$ cat src/rtl/bp_pkg.sv
// Shared branch-predictor types: history/index widths and the in-flight checkpoint record.
package bp_pkg;

    localparam int unsigned GHR_W     = 4;
    localparam int unsigned BHT_IDX_W = 4;

    // Everything needed to update the BHT and repair history when the branch resolves.
    typedef struct packed {
        logic [BHT_IDX_W-1:0] idx;
        logic [GHR_W-1:0]     ghr;
        logic                 pred;
    } ckpt_t;

endpackage

$ cat src/rtl/ckpt_fifo.sv
// In-order checkpoint queue for predicted branches; pointers wrap modulo DEPTH (power of two).
module ckpt_fifo
    import bp_pkg::*;
#(
    parameter int unsigned DEPTH = 4,
    localparam int unsigned PTR_W = $clog2(DEPTH),
    localparam int unsigned CNT_W = PTR_W + 1
) (
    input  logic             clk,
    input  logic             reset,
    input  logic             push,
    input  ckpt_t            push_data,
    input  logic             pop,
    input  logic             flush,
    output ckpt_t            head,
    output logic [CNT_W-1:0] count,
    output logic             full,
    output logic             empty
);

    ckpt_t            mem_q [DEPTH];
    logic [PTR_W-1:0] wr_ptr_q, rd_ptr_q;
    logic [CNT_W-1:0] count_q, count_d;
    logic             push_ok, pop_ok;

    assign full    = (count_q == CNT_W'(DEPTH));
    assign empty   = (count_q == '0);
    assign push_ok = push && !full;
    assign pop_ok  = pop && !empty;
    assign head    = mem_q[rd_ptr_q];
    assign count   = count_q;

    always_comb begin
        count_d = count_q;
        unique case ({push_ok, pop_ok})
            2'b10:   count_d = count_q + CNT_W'(1);
            2'b01:   count_d = count_q - CNT_W'(1);
            default: count_d = count_q;
        endcase
    end

    always_ff @(posedge clk or posedge reset) begin
        if (reset) begin
            wr_ptr_q <= '0;
            rd_ptr_q <= '0;
            count_q  <= '0;
        end else if (flush) begin
            wr_ptr_q <= '0;
            rd_ptr_q <= '0;
            count_q  <= '0;
        end else begin
            if (push_ok) wr_ptr_q <= wr_ptr_q + PTR_W'(1);
            if (pop_ok)  rd_ptr_q <= rd_ptr_q + PTR_W'(1);
            count_q <= count_d;
        end
    end

    // Payload needs no reset: only entries below count are ever observed.
    always_ff @(posedge clk) begin
        if (push_ok && !flush) mem_q[wr_ptr_q] <= push_data;
    end

endmodule

$ cat src/rtl/ghr_index_gen.sv
// Gshare index generation with speculative GHR and checkpoint-based repair on mispredict.
// Optional GHR_INDEX_STATS_EN adds saturating prediction / mispredict counters.
module ghr_index_gen
    import bp_pkg::*;
#(
    parameter int unsigned PC_W       = 8,
    parameter int unsigned CKPT_DEPTH = 4,
    localparam int unsigned CNT_W     = $clog2(CKPT_DEPTH) + 1
) (
    input  logic                 clk,
    input  logic                 reset,
    input  logic                 req_valid,
    input  logic [PC_W-1:0]      req_pc,
    output logic                 req_ready,
    input  logic                 bht_prediction,
    input  logic                 resolve_valid,
    input  logic                 resolve_taken,
    output logic [BHT_IDX_W-1:0] bht_index,
    output logic                 bht_update_en,
    output logic                 bht_outcome,
    output logic                 pred_valid,
    output logic                 pred_taken,
    output logic                 mispredict,
    output logic [GHR_W-1:0]     ghr,
    output logic [CNT_W-1:0]     inflight,
    output logic                 resolve_err
`ifdef GHR_INDEX_STATS_EN
    ,
    output logic [15:0]          stat_preds,
    output logic [15:0]          stat_mispreds
`endif
);

    logic [GHR_W-1:0]     ghr_q, ghr_d;
    logic                 mispredict_q;
    logic                 resolve_err_q;
    logic [BHT_IDX_W-1:0] lookup_idx;
    logic                 accept, do_update, mispredict_now;
    logic                 fifo_full, fifo_empty;
    ckpt_t                head, push_data;

    logic unused_pc;
    assign unused_pc = ^{req_pc[PC_W-1:6], req_pc[1:0]};

    assign lookup_idx = req_pc[5:2] ^ ghr_q;

    // Resolve owns the shared BHT index port, so requests stall while it is active.
    assign req_ready      = !fifo_full && !resolve_valid;
    assign accept         = req_valid && req_ready;
    assign do_update      = resolve_valid && !fifo_empty;
    assign mispredict_now = do_update && (resolve_taken != head.pred);

    assign bht_index     = do_update ? head.idx : lookup_idx;
    assign bht_update_en = do_update;
    assign bht_outcome   = resolve_taken;
    assign pred_valid    = accept;
    assign pred_taken    = accept && bht_prediction;

    assign push_data = '{idx: lookup_idx, ghr: ghr_q, pred: bht_prediction};

    ckpt_fifo #(
        .DEPTH (CKPT_DEPTH)
    ) u_ckpt_fifo (
        .clk       (clk),
        .reset     (reset),
        .push      (accept),
        .push_data (push_data),
        .pop       (do_update),
        .flush     (mispredict_now),
        .head      (head),
        .count     (inflight),
        .full      (fifo_full),
        .empty     (fifo_empty)
    );

    // Repair rebuilds history as it stood before the bad branch, plus its real outcome.
    always_comb begin
        ghr_d = ghr_q;
        if (mispredict_now) begin
            ghr_d = {head.ghr[GHR_W-2:0], resolve_taken};
        end else if (accept) begin
            ghr_d = {ghr_q[GHR_W-2:0], bht_prediction};
        end
    end

    always_ff @(posedge clk or posedge reset) begin
        if (reset) begin
            ghr_q         <= '0;
            mispredict_q  <= 1'b0;
            resolve_err_q <= 1'b0;
        end else begin
            ghr_q         <= ghr_d;
            mispredict_q  <= mispredict_now;
            resolve_err_q <= resolve_err_q || (resolve_valid && fifo_empty);
        end
    end

    assign ghr         = ghr_q;
    assign mispredict  = mispredict_q;
    assign resolve_err = resolve_err_q;

`ifdef GHR_INDEX_STATS_EN
    logic [15:0] stat_preds_q, stat_mispreds_q;

    always_ff @(posedge clk or posedge reset) begin
        if (reset) begin
            stat_preds_q    <= '0;
            stat_mispreds_q <= '0;
        end else begin
            if (accept && stat_preds_q != 16'hFFFF) begin
                stat_preds_q <= stat_preds_q + 16'd1;
            end
            if (mispredict_now && stat_mispreds_q != 16'hFFFF) begin
                stat_mispreds_q <= stat_mispreds_q + 16'd1;
            end
        end
    end

    assign stat_preds    = stat_preds_q;
    assign stat_mispreds = stat_mispreds_q;
`endif

endmodule

$ cat config.mk
export PLATFORM = sky130hd
export DESIGN_NAME = ghr_index_gen
export DESIGN_NICKNAME = d
export VERILOG_FILES = /design/src/rtl/bp_pkg.sv /design/src/rtl/ckpt_fifo.sv /design/src/rtl/ghr_index_gen.sv
export SDC_FILE = /design/constraint.sdc
export NUM_CORES = 1
export LEC_CHECK = 0
export ABC_AREA = 1
export BUFFER_PORTS_ARGS = -buffer_cell sky130_fd_sc_hd__buf_2
export CORE_ASPECT_RATIO = 1.4
export CORE_MARGIN = 5
export CORE_UTILIZATION = 30
export DETAILED_ROUTE_END_ITERATION = 10
export PLACE_DENSITY = 0.53
export SLEW_MARGIN = 10
export SYNTH_ARGS = -nofsm -noshare
export SYNTH_HDL_FRONTEND = slang
export SYNTH_SLANG_ARGS = --single-unit
export TNS_END_PERCENT = 5
$ cat constraint.sdc
create_clock -name clk -period 2.22 [get_ports clk]
set_input_delay 0.111 -clock clk [delete_from_list [all_inputs] [get_ports clk]]
set_output_delay 0.111 -clock clk [all_outputs]
set_load 0.02 [all_outputs]
==> run_results.csv, run 1 <==
group,metric,value,unit
timing,skew,13.5,ps
synth,synth_area,2140,µm²
placement,post-dp-hpwl,3.09,mm
routing,wl_met2,2.24,mm
global_routing,grt_pass1_vias,1436,
synth,synthCells,195,
critical_path,critPathLaunch,"u_ckpt_fifo.count[0]",
global_routing,antenna_found_initial,0,
floorplanning,num_io_pins,32,
placement,placedCellCount,316,
routing,wl_met3,184,µm
pwr,p_int,2060,µW
synth,synth_edf_count,32,
pwr,power.switching,1400,µW
routing,post_drt_via_cell_ratio,4.44,
layout,n_antenna_cell,0,
timing,worstMarginPinSlew,533,ps
pwr,clkPwrFrac,21.2,%
routing,vias,1443,
critical_path,required,2110,ps
timing,rsz0062_at_grt,"false",
synth,synth_compound_area_share,6.32,%
routing,wl_met1,2.07,mm
hold_path,min_to,"u_ckpt_fifo.mem_q[0][0]",
floorplanning,die_h,110,µm
routing,dr.max_layer_used,"met4",
layout,syn_to_final_growth,18.7,%
clock_tree,cts_buffer_depth,2,
synth,yosys.area_share.simple,22.7,%
synth,syn-num-nets,214,
synth,synth_cell_types,27,
status,status,"complete, no violations",
hold_path,hp-class,"in -> reg",
pwr,switching_share,40.5,%
clock_tree,htree_levels,2,
synth,synth_area_per_cell,11.0,µm²
pwr,p_comb_share,39.3,%
synth,synthFlopType,"edfxtp_1",
critical_path,crit_type,"reg -> out",
layout,final_cell_count_no_fill,325,
flow_run,cap_violations,0,
synth,synthAdderAreaFrac,3.28,%
global_routing,grt_pass1_wl,7.35,mm
routing,antenna_left,0,
routing,finalWirelength,4.55,mm
critical_path,r2r_slack,520,ps
critical_path,r2r_cells,5,
floorplanning,coreArea,6940,µm²
layout,drive_above_1_share,27.8,%
placement,gp_congestion,0.729,
floorplanning,die_w,81.3,µm
floorplanning,dieArea,8940,µm²
timing,setup_viol,0,
synth,yosysSeqAreaShare,60.2,%
clock_tree,tritoncts,"done",
floorplanning,initial_core_util,30.8,%
global_routing,track_usage,11.2,%
timing,finalMaxSlewViolations,0,
pwr,ir_drop,702,µV
synth,ys_ff_latch,45,
timing,post-route-min-period,1940,ps
clock_tree,cts.sinks,45,
timing,setup-tns-final,0,ps
routing,drt-wirelength-per-cell,14.0,µm
clock_tree,clk_pin_slew_worst_paths,90,ps
global_routing,grt_overflow,0,
synth,async_flop_share,28.9,%
routing,drtIter0Drc,105,
synth,synthXorXnorAreaFrac,2.46,%
global_routing,grt_max_degree,18,
hold_path,worstHoldStart,"bht_prediction",
critical_path,rr_startpoint,"u_ckpt_fifo.count[0]",
critical_path,cp_max_fo,13,
pwr,p_leak,0.00111,µW
floorplanning,row_count,36,
timing,fin_crit_sh,87.2,%
pwr,seqPwrFrac,39.5,%
synth,ys_warn_count,0,
critical_path,start_kind,"flop",
clock_tree,cts_inserted_buffers,5,
clock_tree,cts_root_buffer,"clkbuf_8",
routing,drt_pass1_iterations,4,
critical_path,cp.arrival,1820,ps
placement,port_buffers,27,
timing,finalHoldViolCount,0,
critical_path,endpoint_kind,"output pin",
clock_tree,clock_latency,300,ps
timing,maxSlewHeadroom,64.4,%
layout,nNetsFinal,248,
routing,drcViolationCount,0,
synth,synthMuxAreaShare,0,%
critical_path,r2r-end,"u_ckpt_fifo.mem_q[3][2]",
timing,fmax,517,MHz
pwr,power-per-cell-area,1360,nW/µm²
hold_path,hold_depth,1,
synth,synth_top_family_by_area,"simple AND/OR/NAND/NOR gates",
==> power by group through the flow <==
stage / sequential, µW / clock (µW) / combinational (µW)
2_1_floorplan: 1380 / 0 / 975
3_3_place_gp: 1390 / 0 / 1360
3_5_place_dp: 1390 / 0 / 1380
4_1_cts: 1370 / 741 / 1390
5_1_grt: 1400 / 778 / 1520
6_report: 1360 / 732 / 1360
==> worst max-delay path, cell delays in order (launching register included) <==
cell	delay [ps]
dfrtp_1	470
nor2_4	180
a21oi_2	70
nand2_1	360
inv_1	230
buf_2	220
==> final cells by class <==
cell class,count,area (µm²)
fillers,742,4400
flip-flops and latches,45,1290
multi-input cells,126,743
repair buffers,33,183
well taps,95,119
inverters,18,72.6
clock buffers,5,68.8
clock inverters,3,65.1
==> synthesized netlist by cell type, types with 2 or more instances <==
cell type,instances,area share (%)
nand2_2,3,0.88
nor2_4,3,1.6
nand2_8,2,1.9
inv_4,2,0.59
nand3_2,3,1.4
nor2_1,22,3.9
o22ai_1,7,2.0
o21ai_0,14,3.3
xor2_1,6,2.5
buf_2,4,0.94
edfxtp_1,32,45
ha_1,4,2.3
nand2_4,3,1.6
inv_1,12,2.1
buf_4,2,0.70
nand3_1,6,1.4
dfrtp_1,13,15
nand2_1,43,7.6
inv_2,4,0.70
nand4_1,3,0.88
==> stage by stage <==
| stage | util, % | area, µm² | total power [µW] | setup slack, ps | hold slack [ps] |
|---|---|---|---|---|---|
| detailed placement | 34.5 | 2390 | 2770 | 491 | 182 |
| finish | 36.6 | 2540 | 3450 | 284 | 36.4 |
| global placement | 34.5 | 2390 | 2750 | 524 | 184 |
| floorplan | - | 2140 | 2350 | 214 | -12.0 |
| CTS | 36.6 | 2540 | 3500 | 240 | 31.0 |
| global route | 36.6 | 2540 | 3690 | 106 | 36.5 |
==> cell families after synthesis <==
logic type | count (synthesis)
adders and majority gates | 5
buffers and inverters | 24
and+or+nand+nor | 91
AOI/OAI and AO/OA | 24
DFF | 45
xor gates and xnor gates | 6
==> flip-flops by register name, summed over array words and instances (netlist names) <==
signal,cells
u_ckpt_fifo.mem_q,32
ghr,4
u_ckpt_fifo.count,3
u_ckpt_fifo.rd_ptr_q,2
u_ckpt_fifo.wr_ptr_q,2
mispredict,1
resolve_err,1
==> metal layers <==
metal / vias up / track usage [%]
li1: 716 / -
met1: 693 / 13.4
met2: 28 / 19.3
met3: 6 / 2.79
met4: 0 / 3.62
met5: - / 0
==> worst max path at each step <==
stage / endpoint / slack (ps) / cells past startpoint
after floorplan: u_ckpt_fifo.mem_q[0][0] / 210 / 5
after global placement: u_ckpt_fifo.mem_q[3][0] / 520 / 5
after detailed placement: u_ckpt_fifo.mem_q[3][8] / 490 / 5
after CTS: pred_valid / 240 / 5
after global routing: pred_valid / 110 / 5
final: pred_valid / 280 / 5
==> cells in the final DEF, fill, tap and decap left out, drive strengths merged, types with 5 or more instances in the layout <==
cell type and instances:
nand2 51, edfxtp 32, buf 32, nor2 27, inv 18, o21ai 14, dfrtp 13, nand3 9
o22ai 7, xor2 6, clkbuf 5
==> what timing repair did <==
item	CTS	global route
resized for setup	0	0
endpoints found under the setup margin	0	0
endpoints found under the hold margin	13	0
setup buffers	0	0
hold buffers	1	0
No activity file was read; power rests on OpenSTA's default activity.
==> run 2: changes to the inputs <==
--- a/config.mk
+++ b/config.mk
@@ -7,7 +7,7 @@
 export LEC_CHECK = 0
 export ABC_AREA = 1
 export BUFFER_PORTS_ARGS = -buffer_cell sky130_fd_sc_hd__buf_2
-export CORE_ASPECT_RATIO = 1.4
+export CORE_ASPECT_RATIO = 1.75
 export CORE_MARGIN = 5
 export CORE_UTILIZATION = 30
 export DETAILED_ROUTE_END_ITERATION = 10
==> constraint.sdc (replaced) <==
create_clock -name clk -period 2.22 [get_ports clk]
set_input_delay 0.111 -clock clk [delete_from_list [all_inputs] [get_ports clk]]
set_output_delay 0.111 -clock clk [all_outputs]
set_load 0.1 [all_outputs]
==> run_results.csv, run 2 (same netlist as run 1, synthesis figures left out) <==
group,metric,value,unit
floorplanning,dieArea,8980,µm²
global_routing,grt_pass1_wl,7.18,mm
routing,drcViolationCount,0,
routing,vias,1387,
clock_tree,cts.sinks,45,
placement,gp_congestion,0.690,
layout,regArea,1290,µm²
timing,finalMaxSlewViolations,0,
clock_tree,postCtsSetupBuffers,0,
layout,layout_commonest_cell,"nand2_1",
clock_tree,htree_levels,2,
status,status,"complete, no violations",
critical_path,r2r-end,"u_ckpt_fifo.count[2]",
critical_path,endpoint_kind,"output pin",
timing,post-route-min-period,2070,ps
layout,n_antenna_cell,0,
critical_path,crit_type,"reg -> out",
timing,worstMarginPinSlew,626,ps
critical_path,r2r_slack,450,ps
layout,syn_to_final_growth,19.7,%
timing,setup-tns-final,0,ps
layout,nNetsFinal,243,
layout,drive_above_1_share,29.8,%
clock_tree,cts_inserted_buffers,5,
critical_path,critPathSlowestCell,"dfrtp_1",
routing,antenna_left,0,
critical_path,worstPathCellList,"inv_4 -> nor2_1 -> o22ai_1 -> nand2_1 -> nand2_2 -> buf_2",
critical_path,required,2110,ps
timing,maxSlewHeadroom,58.3,%
global_routing,grt_pass1_vias,1426,
timing,fin_crit_sh,93.1,%
critical_path,cp.arrival,1960,ps
global_routing,track_usage,10.8,%
floorplanning,row_count,40,
critical_path,path_buf_inv,2,
flow_run,cap_violations,0,
layout,fillCellCount,694,
floorplanning,die_h,122,µm
clock_tree,cts_buffer_depth,2,
global_routing,grt_overflow,0,
floorplanning,initial_core_util,30.9,%
critical_path,r2r_cells,8,
routing,drt-wirelength-per-cell,14.4,µm
timing,setup_viol,0,
timing,skew,5.03,ps
routing,drtIter0Drc,47,
timing,finalHoldViolCount,0,
floorplanning,die_w,73.8,µm
placement,port_buffers,27,
critical_path,critPathLaunch,"u_ckpt_fifo.rd_ptr_q[0]",
clock_tree,cts_root_buffer,"clkbuf_16",
critical_path,start_kind,"flop",
critical_path,cpPeakStageDelay,610,ps
critical_path,worst-path-stages,6,
timing,rsz0062_at_grt,"false",
critical_path,cp_max_fo,18,
clock_tree,clock_latency,280,ps
critical_path,endpoint,"bht_index[0]",
routing,post_drt_via_cell_ratio,4.49,
layout,multi_input_area,798,µm²
floorplanning,num_io_pins,32,
critical_path,crit_family,"buffers and inverters",
global_routing,antenna_found_initial,0,
clock_tree,tritoncts,"done",
routing,finalWirelength,4.44,mm
global_routing,grt_max_degree,19,
routing,drt_pass1_iterations,4,
clock_tree,clk_pin_slew_worst_paths,60,ps
timing,fmax,484,MHz
layout,largest_reg_flops,32,
layout,utilization,37.0,%
layout,regMostFlops,"u_ckpt_fifo.mem_q",
hold_path,hp-class,"in -> reg",
placement,post-dp-hpwl,3.19,mm
layout,mostFrequentLayoutCells,"nand2_1 (41), edfxtp_1 (32), buf_2 (26)",
floorplanning,coreArea,6910,µm²
critical_path,rr_startpoint,"u_ckpt_fifo.count[0]",
## run 2: changes by cell type in the layout (fill, tap and decap cells not counted), moves of 3 or more
| cell | before | now |
|---|---|---|
| nor2_4 | 3 | 8 |
| dfrtp_1 | 13 | 10 |
| clkbuf_16 | 0 | 5 |
| buf_4 | 5 | 0 |
| nor2_1 | 22 | 17 |
| clkbuf_8 | 5 | 0 |
## run 2: stage by stage
stage	std cells	area [µm²]	setup slack, ps	hold WS [ps]
global placement	300	2410	426	179
global route	309	2560	16.5	64.9
detailed placement	300	2410	424	175
floorplan	195	2210	-72.7	-12.1
finish	309	2560	152	57.1
CTS	309	2560	128	55.6
## run 2: worst reg2reg max path, cell delays in order, from the launching register on
cell	delay, ps
dfrtp_4	510
nor2_4	190
nand2_4	100
nand2_8	140
inv_1	70
fa_1	380
xor2_1	170
nand2_1	50
nand2_1	40
## run 2: final cells by class
class / instances / share of cell area [%]
clock buffers: 7 / 5.18
clock inverters: 1 / 0.147
inverters: 18 / 2.98
multi-input cells: 126 / 31.2
flip-flops and latches: 45 / 50.6
well taps: 84 / 4.11
repair buffers: 28 / 5.77
## run 2: metal layers
metal | vias to the layer above | global-route usage, % | part of all wire, %
li1 | 708 | - | -
met1 | 640 | 11.8 | 40
met2 | 34 | 19.7 | 54
met3 | 5 | 2.56 | 4.1
met4 | 0 | 4.08 | 1.7
met5 | - | 0 | 0
## run 2: worst min path at each step
stage / startpoint / to / slack (ps) / cells past startpoint
3_3_place_gp: reset / mispredict / 180 / 2
2_1_floorplan: reset / ghr[0] / -10 / 1
3_5_place_dp: reset / mispredict / 170 / 2
6_report: bht_prediction / u_ckpt_fifo.mem_q[2][0] / 60 / 1
5_1_grt: bht_prediction / u_ckpt_fifo.mem_q[3][0] / 60 / 1
4_1_cts: bht_prediction / u_ckpt_fifo.mem_q[2][0] / 60 / 1
## run 2: what timing repair did
item                       CTS  global route
hold buffers                 1             0
setup endpoints to repair    0             1
hold endpoints to repair    13             0
resized for setup            0             1
Power of run 2 is not shown: default switching activity piles up to over one toggle a cycle in this logic, so the estimate is an artifact.
==> run 3: changes to the inputs <==
--- a/config.mk
+++ b/config.mk
@@ -12,6 +12,7 @@
 export CORE_UTILIZATION = 30
 export DETAILED_ROUTE_END_ITERATION = 10
 export PLACE_DENSITY = 0.53
+export REMOVE_ABC_BUFFERS = 1
 export SLEW_MARGIN = 10
 export SYNTH_ARGS = -nofsm -noshare
 export SYNTH_HDL_FRONTEND = slang
==> run_results.csv, run 3 (same netlist as run 1, synthesis figures left out) <==
group,metric,value,unit
timing,fmax,493,MHz
global_routing,grtUsageMet1,12.1,%
clock_tree,clk_pin_slew_worst_paths,60,ps
timing,maxSlewHeadroom,57.6,%
critical_path,critPathSlowestCell,"dfrtp_1",
global_routing,grt_max_degree,19,
placement,placedInstanceArea,2390,µm²
timing,fin_crit_sh,91.3,%
clock_tree,cts.sinks,45,
critical_path,cp.arrival,1920,ps
timing,setup_viol,0,
clock_tree,postCtsSetupBuffers,0,
routing,finalWirelength,4.61,mm
floorplanning,coreArea,6910,µm²
layout,stdcell_area,2560,µm²
placement,post-dp-hpwl,3.35,mm
routing,drt-wirelength-per-cell,14.7,µm
layout,fillCellCount,704,
critical_path,endpoint_kind,"output pin",
timing,finalMaxSlewViolations,0,
routing,drtIter0Drc,75,
clock_tree,tritoncts,"done",
critical_path,required,2110,ps
global_routing,grt_pass1_vias,1570,
critical_path,rr_startpoint,"u_ckpt_fifo.rd_ptr_q[0]",
critical_path,start_kind,"flop",
timing,rsz0062_at_grt,"false",
layout,largest_reg_flops,32,
timing,worstMarginPinSlew,635,ps
critical_path,crit_type,"reg -> out",
routing,drt_pass1_iterations,4,
layout,layout_commonest_cell,"nand2_1",
global_routing,antenna_found_initial,0,
floorplanning,die_h,122,µm
layout,mostFrequentLayoutCells,"nand2_1 (43), edfxtp_1 (32), nor2_1 (22), buf_2 (22), o21ai_0 (14)",
critical_path,r2r_slack,450,ps
hold_path,hp-class,"in -> reg",
layout,nNetsFinal,248,
routing,drcViolationCount,0,
floorplanning,dieArea,8980,µm²
layout,multi_input_area,743,µm²
critical_path,cpPeakStageDelay,750,ps
clock_tree,cts_root_buffer,"clkbuf_16",
critical_path,cp_max_fo,18,
layout,regArea,1290,µm²
floorplanning,initial_core_util,30.9,%
floorplanning,die_w,73.8,µm
hold_path,min_to,"u_ckpt_fifo.mem_q[3][0]",
layout,drive_above_1_share,27.8,%
placement,gp_congestion,0.707,
timing,skew,4.80,ps
timing,post-route-min-period,2030,ps
global_routing,grt_overflow,0,
routing,post_drt_via_cell_ratio,4.54,
global_routing,track_usage,11.7,%
hold_path,worstHoldStart,"bht_prediction",
global_routing,grt_use_met2,21.7,%
timing,finalHoldViolCount,0,
routing,antenna_left,0,
critical_path,r2r-end,"ghr[0]",
status,status,"complete, no violations",
clock_tree,clock_latency,290,ps
clock_tree,htree_levels,2,
global_routing,grt_pass1_wl,7.80,mm
layout,regMostFlops,"u_ckpt_fifo.mem_q",
layout,syn_to_final_growth,19.6,%
global_routing,met3_usage,2.06,%
placement,port_buffers,27,
flow_run,cap_violations,0,
timing,setup-tns-final,0,ps
clock_tree,cts_buffer_depth,2,
placement,pre_cts_slack,417,ps
global_routing,top_usage_layer,"met2",
routing,vias,1426,
critical_path,cp_common_cell,"nand2_1",
floorplanning,num_io_pins,32,
hold_path,hold_depth,1,
critical_path,critPathLaunch,"u_ckpt_fifo.rd_ptr_q[0]",
critical_path,r2r_cells,9,
critical_path,worstPathCellList,"inv_4 -> o21ai_0 -> o22ai_1 -> nand2_1 -> nand2_1 -> clkbuf_4",
floorplanning,row_count,40,
timing,hold_ws,60.1,ps
clock_tree,cts_inserted_buffers,5,
timing,finalWorstSetupSlack,193,ps
layout,n_antenna_cell,0,
run 3: changes by cell type in the layout (fill, tap and decap cells not counted), sizes merged:
| cell | before | now |
|---|---|---|
| inv | 17 | 19 |
| clkinv | 1 | 2 |
| clkinvlp | 1 | 0 |
| clkbuf | 8 | 9 |
| buf | 26 | 28 |
run 3: per-stage QoR:
stage	cells	util [%]
3_3_place_gp	305	34.7
6_report	314	37.0
4_1_cts	314	36.9
2_1_floorplan	189	-
3_5_place_dp	305	34.7
5_1_grt	314	37.0
run 3: how the worst max path moves through the flow:
stage,endpoint,slack [ps],cells after the start
after floorplan,ghr[0],-2050,6
after global placement,bht_index[0],430,6
after detailed placement,bht_index[0],420,6
after CTS,bht_index[0],110,6
after global routing,bht_index[3],2,6
final,bht_index[0],190,6
run 3: layout make-up:
cell class              count  area share (%)
clock buffers               5            4.89
clock inverters             3           0.636
inverters                  18            2.84
multi-input cells         126            29.1
flip-flops and latches     45            50.3
well taps                  84            4.11
repair buffers             33            8.13
run 3: worst max-delay path, delay by kind of cell, from the launching register on:
kind            cells  cell delay [ps]
flops               1              750
buf+inv             2              480
compound gates      2              280
simple gates        2              110
run 3: what timing repair did:
action / CTS / global route
hold buffers: 1 / 0
hold endpoints to repair: 13 / 0
gates resized for setup: 0 / 4
setup endpoints to repair: 0 / 4
run 3: per-layer routing:
layer / routed length (µm) / up-vias / part of all wire [%]
met3: 130 / 8 / 2.8
met2: 2660 / 19 / 58
li1: - / 717 / -
met4: 108 / 0 / 2.3
met1: 1720 / 682 / 37
met5: 0 / - / 0
Power of run 3 is left out for the same reason.
